--- config.mk ---
export PLATFORM = sky130hd
export DESIGN_NAME = rv32i_multicycle_control
export DESIGN_NICKNAME = d
export VERILOG_FILES = /design/src/rtl/rv32i_multicycle_control.sv
export SDC_FILE = /design/constraint.sdc
export NUM_CORES = 1
export LEC_CHECK = 0
export CORE_MARGIN = 2
export CORE_UTILIZATION = 40
export CTS_CLUSTER_DIAMETER = 120
export DETAILED_ROUTE_END_ITERATION = 10
export PLACE_DENSITY = 0.84
export RECOVER_POWER = 25
export SYNTH_ARGS = -nofsm -noshare
export SYNTH_HDL_FRONTEND = slang
export SYNTH_SLANG_ARGS = --single-unit
--- constraint.sdc ---
create_clock -name clk -period 2 [get_ports clk]
set_input_delay 0.4 -clock clk [delete_from_list [all_inputs] [get_ports clk]]
set_output_delay 0.4 -clock clk [all_outputs]
set_load 0.05 [all_outputs]
--- src/rtl/rv32i_multicycle_control.sv ---
// Main control FSM for the multicycle RV32I core.
// It sequences fetch, decode, execute, memory and writeback, and drives every
// datapath select and write enable from the current state and the latched
// instruction fields.
// Optional feature: define RV32I_CTRL_PERF_COUNTERS_EN to add the
// cycle_count/instret_count outputs.
module rv32i_multicycle_control #(
  parameter int unsigned ALU_CTRL_W = 4
) (
  input  logic                  clk,
  input  logic                  rst,
  input  logic                  ena,
  input  logic [6:0]            op,
  input  logic [2:0]            funct3,
  input  logic                  funct7b5,
  input  logic                  alu_zero,
  input  logic                  alu_lsb,
  output logic                  pc_ena,
  output logic                  pc_src,
  output logic                  ir_write,
  output logic                  mem_src,
  output logic                  mem_wr_ena,
  output logic                  reg_write,
  output logic [1:0]            alu_a_src,
  output logic [1:0]            alu_b_src,
  output logic [1:0]            result_src,
  output logic [2:0]            imm_src,
  output logic [ALU_CTRL_W-1:0] alu_control,
  output logic                  halted
`ifdef RV32I_CTRL_PERF_COUNTERS_EN
  ,
  output logic [31:0]           cycle_count,
  output logic [31:0]           instret_count
`endif
);

  typedef enum logic [ALU_CTRL_W-1:0] {
    ALU_ADD  = ALU_CTRL_W'(0),
    ALU_SUB  = ALU_CTRL_W'(1),
    ALU_SLT  = ALU_CTRL_W'(2),
    ALU_SLTU = ALU_CTRL_W'(3),
    ALU_AND  = ALU_CTRL_W'(4),
    ALU_OR   = ALU_CTRL_W'(5),
    ALU_XOR  = ALU_CTRL_W'(6),
    ALU_SLL  = ALU_CTRL_W'(7),
    ALU_SRL  = ALU_CTRL_W'(8),
    ALU_SRA  = ALU_CTRL_W'(9)
  } alu_control_t;

  typedef enum logic [3:0] {
    FETCH, DECODE, MEM_ADR, MEM_READ, MEM_WB, MEM_WRITE, EXEC_R, EXEC_I,
    ALU_WB, BRANCH, JAL, JALR, LUI, AUIPC, ERROR
  } state_t;

  localparam logic [6:0] OP_LOAD   = 7'b0000011;
  localparam logic [6:0] OP_STORE  = 7'b0100011;
  localparam logic [6:0] OP_R      = 7'b0110011;
  localparam logic [6:0] OP_I      = 7'b0010011;
  localparam logic [6:0] OP_BRANCH = 7'b1100011;
  localparam logic [6:0] OP_JAL    = 7'b1101111;
  localparam logic [6:0] OP_JALR   = 7'b1100111;
  localparam logic [6:0] OP_LUI    = 7'b0110111;
  localparam logic [6:0] OP_AUIPC  = 7'b0010111;

  localparam logic [1:0] A_PC = 2'd0, A_PC_OLD = 2'd1, A_RS1 = 2'd2, A_ZERO = 2'd3;
  localparam logic [1:0] B_FOUR = 2'd0, B_IMM = 2'd1, B_RS2 = 2'd2;
  localparam logic [1:0] R_ALU_OLD = 2'd0, R_ALU = 2'd1, R_MEM = 2'd2;
  localparam logic [2:0] IMM_I = 3'd0, IMM_S = 3'd1, IMM_B = 3'd2, IMM_U = 3'd3, IMM_J = 3'd4;

  state_t       state_q, state_d;
  alu_control_t alu_op;
  logic         pc_upd, ir_ld, mem_we, rf_we;
  logic         br_cond, br_illegal;
  logic         we_ok;

  // ALU operation for register/immediate arithmetic from funct3
  function automatic alu_control_t f3_alu(input logic [2:0] f3, input logic sub_en,
                                          input logic sra_en);
    case (f3)
      3'b000:  f3_alu = sub_en ? ALU_SUB : ALU_ADD;
      3'b001:  f3_alu = ALU_SLL;
      3'b010:  f3_alu = ALU_SLT;
      3'b011:  f3_alu = ALU_SLTU;
      3'b100:  f3_alu = ALU_XOR;
      3'b101:  f3_alu = sra_en ? ALU_SRA : ALU_SRL;
      3'b110:  f3_alu = ALU_OR;
      default: f3_alu = ALU_AND;
    endcase
  endfunction

  // State register; reset wins over the advance enable
  always_ff @(posedge clk) begin
    if (!rst) begin
      state_q <= FETCH;
    end else if (ena) begin
      state_q <= state_d;
    end
  end

  // Next-state, datapath selects and write enables
  always_comb begin
    state_d    = state_q;
    pc_upd     = 1'b0;
    ir_ld      = 1'b0;
    mem_we     = 1'b0;
    rf_we      = 1'b0;
    pc_src     = 1'b0;
    mem_src    = 1'b0;
    alu_a_src  = A_PC;
    alu_b_src  = B_FOUR;
    result_src = R_ALU_OLD;
    imm_src    = IMM_I;
    alu_op     = ALU_ADD;
    br_cond    = 1'b0;
    br_illegal = 1'b0;

    case (state_q)
      FETCH: begin
        ir_ld      = 1'b1;
        result_src = R_ALU;
        pc_upd     = 1'b1;
        state_d    = DECODE;
      end
      DECODE: begin
        alu_a_src = A_PC_OLD;
        alu_b_src = B_IMM;
        imm_src   = (op == OP_BRANCH) ? IMM_B : ((op == OP_JAL) ? IMM_J : IMM_I);
        case (op)
          OP_LOAD, OP_STORE: state_d = MEM_ADR;
          OP_R:              state_d = EXEC_R;
          OP_I:              state_d = EXEC_I;
          OP_BRANCH:         state_d = BRANCH;
          OP_JAL:            state_d = JAL;
          OP_JALR:           state_d = JALR;
          OP_LUI:            state_d = LUI;
          OP_AUIPC:          state_d = AUIPC;
          default:           state_d = ERROR;
        endcase
      end
      MEM_ADR: begin
        alu_a_src = A_RS1;
        alu_b_src = B_IMM;
        imm_src   = (op == OP_STORE) ? IMM_S : IMM_I;
        state_d   = (op == OP_STORE) ? MEM_WRITE : MEM_READ;
      end
      MEM_READ: begin
        mem_src = 1'b1;
        state_d = MEM_WB;
      end
      MEM_WB: begin
        result_src = R_MEM;
        rf_we      = 1'b1;
        state_d    = FETCH;
      end
      MEM_WRITE: begin
        mem_src = 1'b1;
        mem_we  = 1'b1;
        state_d = FETCH;
      end
      EXEC_R: begin
        alu_a_src = A_RS1;
        alu_b_src = B_RS2;
        alu_op    = f3_alu(funct3, funct7b5, funct7b5);
        state_d   = ALU_WB;
      end
      EXEC_I: begin
        alu_a_src = A_RS1;
        alu_b_src = B_IMM;
        alu_op    = f3_alu(funct3, 1'b0, funct7b5);
        state_d   = ALU_WB;
      end
      ALU_WB: begin
        result_src = R_ALU_OLD;
        rf_we      = 1'b1;
        state_d    = FETCH;
      end
      BRANCH: begin
        alu_a_src = A_RS1;
        alu_b_src = B_RS2;
        pc_src    = 1'b1;
        case (funct3[2:1])
          2'b00: begin alu_op = ALU_SUB;  br_cond = alu_zero; end
          2'b10: begin alu_op = ALU_SLT;  br_cond = alu_lsb;  end
          2'b11: begin alu_op = ALU_SLTU; br_cond = alu_lsb;  end
          default: br_illegal = 1'b1;
        endcase
        pc_upd  = ~br_illegal & (br_cond ^ funct3[0]);
        state_d = br_illegal ? ERROR : FETCH;
      end
      JAL: begin
        alu_a_src = A_PC_OLD;
        alu_b_src = B_FOUR;
        pc_src    = 1'b1;
        pc_upd    = 1'b1;
        state_d   = ALU_WB;
      end
      JALR: begin
        alu_a_src = A_RS1;
        alu_b_src = B_IMM;
        state_d   = JAL;
      end
      LUI: begin
        alu_a_src = A_ZERO;
        alu_b_src = B_IMM;
        imm_src   = IMM_U;
        state_d   = ALU_WB;
      end
      AUIPC: begin
        alu_a_src = A_PC_OLD;
        alu_b_src = B_IMM;
        imm_src   = IMM_U;
        state_d   = ALU_WB;
      end
      default: state_d = ERROR;
    endcase

    // Write enables are suppressed while stalled or while reset is asserted
    we_ok       = ena & rst;
    pc_ena      = pc_upd & we_ok;
    ir_write    = ir_ld & we_ok;
    mem_wr_ena  = mem_we & we_ok;
    reg_write   = rf_we & we_ok;
    alu_control = alu_op;
    halted      = (state_q == ERROR);
  end

`ifdef RV32I_CTRL_PERF_COUNTERS_EN
  logic [31:0] cycle_count_q, cycle_count_d;
  logic [31:0] instret_count_q, instret_count_d;
  logic        last_step;

  // Counter increments: enabled non-halted cycles and retiring states
  always_comb begin
    last_step       = (state_q == MEM_WB) || (state_q == MEM_WRITE) ||
                      (state_q == ALU_WB) || (state_q == BRANCH);
    cycle_count_d   = cycle_count_q;
    instret_count_d = instret_count_q;
    if (ena && (state_q != ERROR)) cycle_count_d = cycle_count_q + 32'd1;
    if (ena && last_step)          instret_count_d = instret_count_q + 32'd1;
  end

  // Performance counter registers
  always_ff @(posedge clk) begin
    if (!rst) begin
      cycle_count_q   <= 32'd0;
      instret_count_q <= 32'd0;
    end else begin
      cycle_count_q   <= cycle_count_d;
      instret_count_q <= instret_count_d;
    end
  end

  assign cycle_count   = cycle_count_q;
  assign instret_count = instret_count_q;
`endif

endmodule

==> reports/results.md, run 1 <==
| Metric | Reported |
| --- | --- |
| Flip-flop and latch count after synthesis | 4 |
| I/O pin count | 36 |
| Post-synthesis share of cell area spent on xor and xnor gates | 0.0576 |
| Complex-gate fraction of the synthesized area | 0.288 |
| Fraction of the yosys area taken by sequential cells | 0.105 |
| Clock Path Buffers | 2 |
| CTS hold repair buffers | 0 |
| Failing step | clock tree synthesis |
| Detailed placement HPWL | 2610 um |
| Placed cell areas | 1590 sq um |
| Syn nets | 137 |
| Die outline height | 47.6 um |
| Number of buffers inserted during clock tree synthesis | 3 |
| Number of setup buffers added after CTS | 7 |
| Post-Synth Simple-Gate Area | 0.375 |
| Number of rows in the core area | 15 |
| Combinational family with the most area after synthesis | simple AND/OR/NAND/NOR gates |
| Multiplexer fraction of the synthesized cell area | 0.0280 |
| Clock sink count | 4 |
| Per-instance average area after synthesis | 6.50 sq um |
| Starting Density | 0.431 |
| Yosys synthesis warning count | 0 |
| Cell Area, Synth | 761 sq um |
| Routability Congestion | 0.841 |
| First error | [ERROR DPL-0038] Utilization greater than 100%, impossible to legalize |
| Number of cells upsized or downsized after cts | 47 |
| Synth Area in Adders | 0.0658 |
| Floorplan die width | 47.6 um |
| H-tree Lvls | 1 |
| Post-synth cell types | 38 |
| Number of instances in the synthesized netlist | 117 |
| Result of the run | stopped before the end |
| Number of port buffers | 35 |
| Clock Root Buffer | sky130_fd_sc_hd__clkbuf_4 |
-- synth_stat cells (all sizes together) --
| cell | count | share of area |
|---|---|---|
| nand2 | 14 | 0.069 |
| nor2 | 10 | 0.053 |
| o21ai | 10 | 0.066 |
| buf | 8 | 0.051 |
| a21oi | 6 | 0.039 |
| inv | 6 | 0.030 |
| nor2b | 6 | 0.049 |
| a31oi | 4 | 0.033 |
| dfxtp | 4 | 0.11 |
| ha | 4 | 0.066 |
| nand2b | 4 | 0.033 |
| nor3b | 4 | 0.039 |
| xnor2 | 4 | 0.046 |
| nor3 | 3 | 0.020 |
| nor4 | 3 | 0.025 |
| o22ai | 3 | 0.025 |
| o31ai | 3 | 0.030 |
| or2 | 3 | 0.025 |
| nand3 | 2 | 0.013 |
| o311a | 2 | 0.026 |
| or4 | 2 | 0.020 |
| a21o | 1 | 0.0099 |
| a221o | 1 | 0.013 |
| and3b | 1 | 0.012 |
| mux2 | 1 | 0.015 |
| mux2i | 1 | 0.013 |
| nand3b | 1 | 0.0099 |
| nand4 | 1 | 0.0082 |
| o211ai | 1 | 0.0099 |
| o21bai | 1 | 0.0099 |
| o221ai | 1 | 0.012 |
| o41a | 1 | 0.015 |
| xor2 | 1 | 0.012 |
-- cells by family after synthesis --
logic type,after synthesis
flops,4
fa+ha+maj,4
buf+inv,14
simple gates,54
compound gates,34
mux,2
xor+xnor,5
-- metrics by stage --
stage,setup WS [ps],cells,setup TNS (ps)
after detailed placement,-426,199,-1490
after global placement,-384,199,-1050
after floorplan,-171,117,-621
==> run 2, diff against run 1 <==
--- a/config.mk
+++ b/config.mk
@@ -5,11 +5,10 @@
 export SDC_FILE = /design/constraint.sdc
 export NUM_CORES = 1
 export LEC_CHECK = 0
-export CORE_MARGIN = 2
-export CORE_UTILIZATION = 40
-export CTS_CLUSTER_DIAMETER = 120
+export CORE_AREA = 2 2 63 65
 export DETAILED_ROUTE_END_ITERATION = 10
-export PLACE_DENSITY = 0.84
+export DIE_AREA = 0 0 65 67
+export PLACE_DENSITY_LB_ADDON = 0.15
 export RECOVER_POWER = 25
 export SYNTH_ARGS = -nofsm -noshare
 export SYNTH_HDL_FRONTEND = slang
==> run 2 against run 1 <==
  * Area after synthesis stayed put
  * Synthesized cell count stayed put
  * The flow now finishes, with violations (setup timing)
==> reports/results.md, run 2 <==
| Metric | Reported |
| --- | --- |
| Floorplan die width | 65 um |
| GRT Total Usage | 0.132 |
| Synth-to-Final Area Change | 138% |
| I/O pin count | 36 |
| Via density per instance | 4.77 |
| Leakage dissipation | 0.786 nW |
| Arrival @ worst endpoint | 1610 ps |
| Core occupancy in the finished layout | 0.501 |
| Worst slack at placement | -406 ps |
| Post-synth top cells | sky130_fd_sc_hd__nand2_1, sky130_fd_sc_hd__nor2_1, sky130_fd_sc_hd__o21ai_0 |
| Net count, final | 208 |
| CTS tree | built |
| Starting DRC count in detailed routing | 25 |
| Flip-flop and latch count after synthesis | 4 |
| Number of global-route vias before repair | 1054 |
| First-pass GRT wire length | 4550 um |
| Share of the synthesized area in the top cell type | 0.105 |
| Biggest registers after layout | state_q: 4 flops |
| H-tree Lvls | 1 |
| Primary FF master, synth | sky130_fd_sc_hd__dfxtp_1 |
| Starting Density | 0.211 |
| Average wire length per cell after detail routing | 12.3 um |
| Uppermost layer routed | met4 |
| Leading cell type in the layout, fill and taps excluded | sky130_fd_sc_hd__buf_4 |
| Placed insts | 225 |
| Clock skew | 4.05 ps |
| Least-Margin Pin Slew | 609 ps |
| Number of pins exceeding their max-slew limit in the final report | 0 |
| Diodes inserted | 0 |
| Result of the run | finished, violations left |
| Number of flip-flops in the largest register | 4 |
| Number of port buffers | 35 |
| Placeable core area | 3610 sq um |
| Category of the worst setup path capture point | primary output |
| Final Hold Vio Count | 0 |
| Clock Path Buffers | 2 |
| Met1 wire length | 1250 um |
| Number of iterations in the first detailed-routing pass | 4 |
| Peak supply drop | 203 uV |
| Fraction of the yosys area taken by sequential cells | 0.105 |
| Worst hold path type | flip-flop to flip-flop |
| Worst EP required | 1600 ps |
| Final wirelength | 2890 um |
| Leading cell types in the layout, fill and taps excluded | sky130_fd_sc_hd__buf_4, sky130_fd_sc_hd__buf_12, sky130_fd_sc_hd__nand2_1 |
| Area contributors post-synth | sky130_fd_sc_hd__dfxtp_1, sky130_fd_sc_hd__nand2_1, sky130_fd_sc_hd__ha_1 |
| Detailed placement HPWL | 2240 um |
| Area of the die | 4360 sq um |
| Pin count of the biggest net entering global routing | 16 |
| Number of buffers inserted during clock tree synthesis | 3 |
| Peak clock frequency supported by timing | 0.498 GHz |
| Cell Area, Synth | 761 sq um |
| DR WL met3 | 146 um |
| Maximum net fanout on the critical path | 7 |
| Antenna violations before repair | 0 |
| Routed met2 length | 1460 um |
| Power density over the cells | 393 nW/um^2 |
| Post-CTS clock slew at the launch and capture registers of the worst setup and hold paths | 30 ps |
| Final worst-path cycle share | 1.00 |
| Post-synth cell types | 38 |
| Share of synthesized flip-flops with an asynchronous set or reset | 0 |
| Number of setup violations in the final report | 1 |
| Routability Congestion | 0.841 |
| Number of nets with antenna violations after detailed routing | 0 |
| Max_cap viols | 0 |
| Fin worst setup slack | -6.45 ps |
| Sort of element at the start of the critical path | flip-flop |
| Final design instance area without fill | 1810 sq um |
| Clock Latency Late Sink | 220 ps |
| Number of cells in the finished layout apart from fillers | 234 |
| Most flops, register | state_q |
| Yosys synthesis warning count | 0 |
| Overall via count from detail_route | 1116 |
| Unrepaired setup endpoints after global routing | true |
| Number of instances in the synthesized netlist | 117 |
| Count of unresolved DRC violations after routing | 0 |
| Clock sink count | 4 |
| Failing checks | setup timing |
| Remaining Overflow, GRT | 0 |
| Area leader, netlist | sky130_fd_sc_hd__dfxtp_1 |
| Number of rows in the core area | 22 |
| Worst setup path category | flip-flop to primary output |
| Number of enable flip-flop cells after synthesis | 0 |
| Normalized max-slew margin | 0.596 |
| Placed cell areas | 1650 sq um |
| Per-instance average area after synthesis | 6.50 sq um |
| Final min period | 2010 ps |
| Die outline height | 67 um |
| Clock Root Buffer | sky130_fd_sc_hd__clkbuf_8 |
| Fraction of layout cells with a size suffix above 1 | 0.505 |
| Top-count cell post-synth | sky130_fd_sc_hd__nand2_1 |
| Syn nets | 137 |
-- run 2: cell counts after synthesis --
Identical to the previous run, type by type.
-- run 2: stage by stage --
step	setup TNS [ps]	total power, mW	hold slack [ps]
finish	-6.45	0.711	593
global route	-43.4	0.748	609
CTS	-33.2	0.709	598
detailed placement	-1250	0.520	591
global placement	-1220	0.516	594
floorplan	-621	0.311	500
-- run 2: cell families after synthesis --
group,Yosys count,synth area share
AOI/OAI and AO/OA,34,0.288
xor gates and xnor gates,5,0.0576
adders and majority gates,4,0.0658
buffers and inverters,14,0.0806
DFF,4,0.105
muxes,2,0.0280
and+or+nand+nor,54,0.375
-- run 2: area by class of cell --
type                            instances  area, sq um
Timing Repair Buffer                   74          831
Clock buffer                            3         41.3
Inverter                                6         22.5
Sequential cell                         4         85.1
Fill cell                             351         1800
Tap cell                               48         60.1
Multi-Input combinational cell         99          768
-- run 2: worst paths after layout --
path / startpoint / end / slack (ps) / cells past startpoint
min: state_q[2]$_SDFFE_PN0P_ / state_q[2]$_SDFFE_PN0P_ / 590 / 2
max: state_q[2]$_SDFFE_PN0P_ / pc_ena / -6 / 5
min reg2reg: state_q[2]$_SDFFE_PN0P_ / state_q[2]$_SDFFE_PN0P_ / 590 / 2
max reg2reg: state_q[2]$_SDFFE_PN0P_ / state_q[2]$_SDFFE_PN0P_ / 600 / 6
-- run 2: timing repair --
item,in CTS,in global routing
hold buffers,0,0
pin swaps,12,11
gates resized for setup,34,13
setup endpoints to repair,11,9
setup buffers,3,3
endpoints found under the hold margin,0,0
-- run 2: worst max-delay path, cell delays in order, from the launching register on --
cell and delay, ps:
sky130_fd_sc_hd__dfxtp_4 360, sky130_fd_sc_hd__inv_2 70, sky130_fd_sc_hd__nand2_2 80, sky130_fd_sc_hd__or4_4 550
sky130_fd_sc_hd__o21ai_4 180, sky130_fd_sc_hd__buf_12 150
-- run 2: metal layers --
metal,up-vias,global-route usage
li1,562,-
met1,516,0.157
met2,34,0.240
met3,4,0.0203
met4,0,0.0479
met5,-,0
-- run 2: where the power goes --
| group | switching, mW | internal (mW) |
|---|---|---|
| Sequential | 0.00958 | 0.0870 |
| Clock | 0.0434 | 0.128 |
| Combinational | 0.228 | 0.214 |
| Total | 0.281 | 0.430 |
(Power assumes the default switching activity.)
==> run 3, diff against run 2 <==
--- a/config.mk
+++ b/config.mk
@@ -5,6 +5,8 @@
 export SDC_FILE = /design/constraint.sdc
 export NUM_CORES = 1
 export LEC_CHECK = 0
+export CELL_PAD_IN_SITES_DETAIL_PLACEMENT = 1
+export CELL_PAD_IN_SITES_GLOBAL_PLACEMENT = 1
 export CORE_AREA = 2 2 63 65
 export DETAILED_ROUTE_END_ITERATION = 10
 export DIE_AREA = 0 0 65 67
==> run 3 against run 2 <==
  * The run now ends clean
  * Total power rose by 5.4%
  * Via count rose by 7.4%
  * Cell count rose by 3.8%
  * Clock skew rose by 1.5 ps
  * Non-clock buffer count rose by 9
  * Wire length rose by 26%
  * Critical path depth did not move
  * Highest routed layer unchanged
==> reports/results.md, run 3 (synthesis gave the netlist of run 2 again) <==
| Metric | Reported |
| --- | --- |
| Result of the run | finished, final reports clean |
| H-tree Lvls | 1 |
| Fraction of layout cells with a size suffix above 1 | 0.585 |
| Critical-path cell list | buf_6, nand2_2, mux2_2, o211ai_1, clkbuf_16 |
| Max_cap viols | 0 |
| Critical-path cell with the highest stage delay | sky130_fd_sc_hd__dfxtp_4 |
| Average wire length per cell after detail routing | 15.0 um |
| Starting DRC count in detailed routing | 35 |
| Number of flip-flops in the largest register | 4 |
| Peak clock frequency supported by timing | 0.504 GHz |
| Placed insts | 226 |
| Net count, final | 217 |
| Clock Path Buffers | 2 |
| Post-CTS clock slew at the launch and capture registers of the worst setup and hold paths | 30 ps |
| Number of pins exceeding their max-slew limit in the final report | 0 |
| Clock Root Buffer | sky130_fd_sc_hd__clkbuf_8 |
| Leakage dissipation | 0.823 nW |
| Worst hold-check slack | 567 ps |
| Diodes inserted | 0 |
| Overall via count from detail_route | 1199 |
| Pin count of the biggest net entering global routing | 12 |
| Sort of element at the start of the critical path | flip-flop |
| Instance count on the critical path | 5 |
| Clock skew | 5.59 ps |
| Peak supply drop | 217 uV |
| Die outline height | 67 um |
| Starting Density | 0.211 |
| Overall power of the completed layout | 0.749 mW |
| Power density over the cells | 392 nW/um^2 |
| Number of setup violations in the final report | 0 |
| Peak per-stage delay on the critical path | 370 ps |
| Antenna violations before repair | 0 |
| Final wirelength | 3640 um |
| Leading cell types in the layout, fill and taps excluded | sky130_fd_sc_hd__buf_4, sky130_fd_sc_hd__buf_12, sky130_fd_sc_hd__nor2_1, sky130_fd_sc_hd__nand2_1, sky130_fd_sc_hd__buf_6 |
| Remaining Overflow, GRT | 0 |
| CTS tree | built |
| Normalized max-slew margin | 0.751 |
| Category of the worst setup path capture point | primary output |
| Final design instance area without fill | 1910 sq um |
| Via density per instance | 4.93 |
| Count of buffering cells on the critical path with inverters included | 2 |
| Number of cells in the finished layout apart from fillers | 243 |
| Hold depth | 4 |
| R2R depth | 10 |
| CTS hold repair buffers | 0 |
| Clock sink count | 4 |
| Most flops, register | state_q |
| Number of global-route vias before repair | 1243 |
| Floorplan die width | 65 um |
| First-pass GRT wire length | 5670 um |
| Placed cell areas | 1650 sq um |
| Worst hold path type | input port to flip-flop |
| Worst EP required | 1600 ps |
| Placeable core area | 3610 sq um |
| Count of unresolved DRC violations after routing | 0 |
| Arrival @ worst endpoint | 1580 ps |
| Worst R2R Setup Slack | 150 ps |
| I/O pin count | 36 |
| Synth-to-Final Area Change | 151% |
| Maximum net fanout on the critical path | 8 |
| Least-Margin Pin Slew | 372 ps |
| GRT Total Usage | 0.167 |
| Number of rows in the core area | 22 |
| Biggest registers after layout | state_q: 4 flops |
| Clock Latency Late Sink | 220 ps |
| Number of nets with antenna violations after detailed routing | 0 |
| Area of the die | 4360 sq um |
| Leading cell type in the layout, fill and taps excluded | sky130_fd_sc_hd__buf_4 |
| Final Hold Vio Count | 0 |
| Detailed placement HPWL | 2630 um |
| Number of port buffers | 35 |
| Unrepaired setup endpoints after global routing | true |
| Top cell family by delay on the critical path | flip-flops |
| Number of iterations in the first detailed-routing pass | 4 |
| Number of buffers inserted during clock tree synthesis | 3 |
| Final worst-path cycle share | 0.992 |
| Routability Congestion | 0.810 |
| Final min period | 1980 ps |
| Worst setup path category | flip-flop to primary output |
## run 3: changes by cell type in the layout (fill, tap and decap cells not counted), sizes merged
cell	before	now
buf	56	66
clkdlybuf4s15	2	1
dlymetal6s2s	3	2
dlygate4sd2	8	7
clkbuf	6	8
## run 3: power by group
group	internal (mW)	total [mW]	switching, mW
logic	0.233	0.472	0.239
clock network	0.129	0.175	0.0466
registers	0.0868	0.102	0.0153
## run 3: worst register-to-register path, delay by kind of cell, from the launching register on
| family | cells | cell delay (ps) |
|---|---|---|
| buffers and inverters | 6 | 790 |
| DFF | 1 | 360 |
| and+or+nand+nor | 3 | 490 |
| AOI/OAI and AO/OA | 1 | 140 |
## run 3: final timing paths
path | to | start
worst min register to register | state_q[2]$_SDFFE_PN0P_ | state_q[2]$_SDFFE_PN0P_
worst max-delay path | alu_a_src[1] | state_q[2]$_SDFFE_PN0P_
worst min-delay path | state_q[0]$_SDFFE_PN0P_ | rst
worst max register to register | state_q[2]$_SDFFE_PN0P_ | state_q[2]$_SDFFE_PN0P_
## run 3: layout make-up
type	count	area, sq um
clock buffer	3	41.3
fill	429	1700
inverter	6	22.5
multi-input combinational	99	779
sequential	4	92.6
tap	48	60.1
timing repair buffer	83	915
## run 3: per-stage QoR
step	setup slack (ps)	setup TNS, ps	utilization
after floorplan	-171	-621	-
after global placement	-414	-1220	0.458
after detailed placement	-433	-1550	0.458
after CTS	-8.47	-8.47	0.516
after global routing	-18.0	-28.7	0.530
final	16.3	0	0.530
## run 3: timing repair
item | 4_1_cts | 5_1_grt
gates resized for setup | 48 | 22
cloned | 0 | 0
pin swaps | 14 | 9
setup endpoints to repair | 12 | 11
setup buffers | 9 | 5
## run 3: routing by layer
layer | up-vias | GRT usage | routed length (um)
met3 | 8 | 0.0236 | 138
met1 | 571 | 0.178 | 1400
met4 | 0 | 0.0505 | 55
met2 | 40 | 0.334 | 2050
met5 | - | 0 | 0
li1 | 580 | - | -
==> run 4, diff against run 3 <==
--- a/config.mk
+++ b/config.mk
@@ -5,8 +5,6 @@
 export SDC_FILE = /design/constraint.sdc
 export NUM_CORES = 1
 export LEC_CHECK = 0
-export CELL_PAD_IN_SITES_DETAIL_PLACEMENT = 1
-export CELL_PAD_IN_SITES_GLOBAL_PLACEMENT = 1
 export CORE_AREA = 2 2 63 65
 export DETAILED_ROUTE_END_ITERATION = 10
 export DIE_AREA = 0 0 65 67
==> results of run 4 <==
The final DEF is identical to that of run 2; final timing and power are the same.
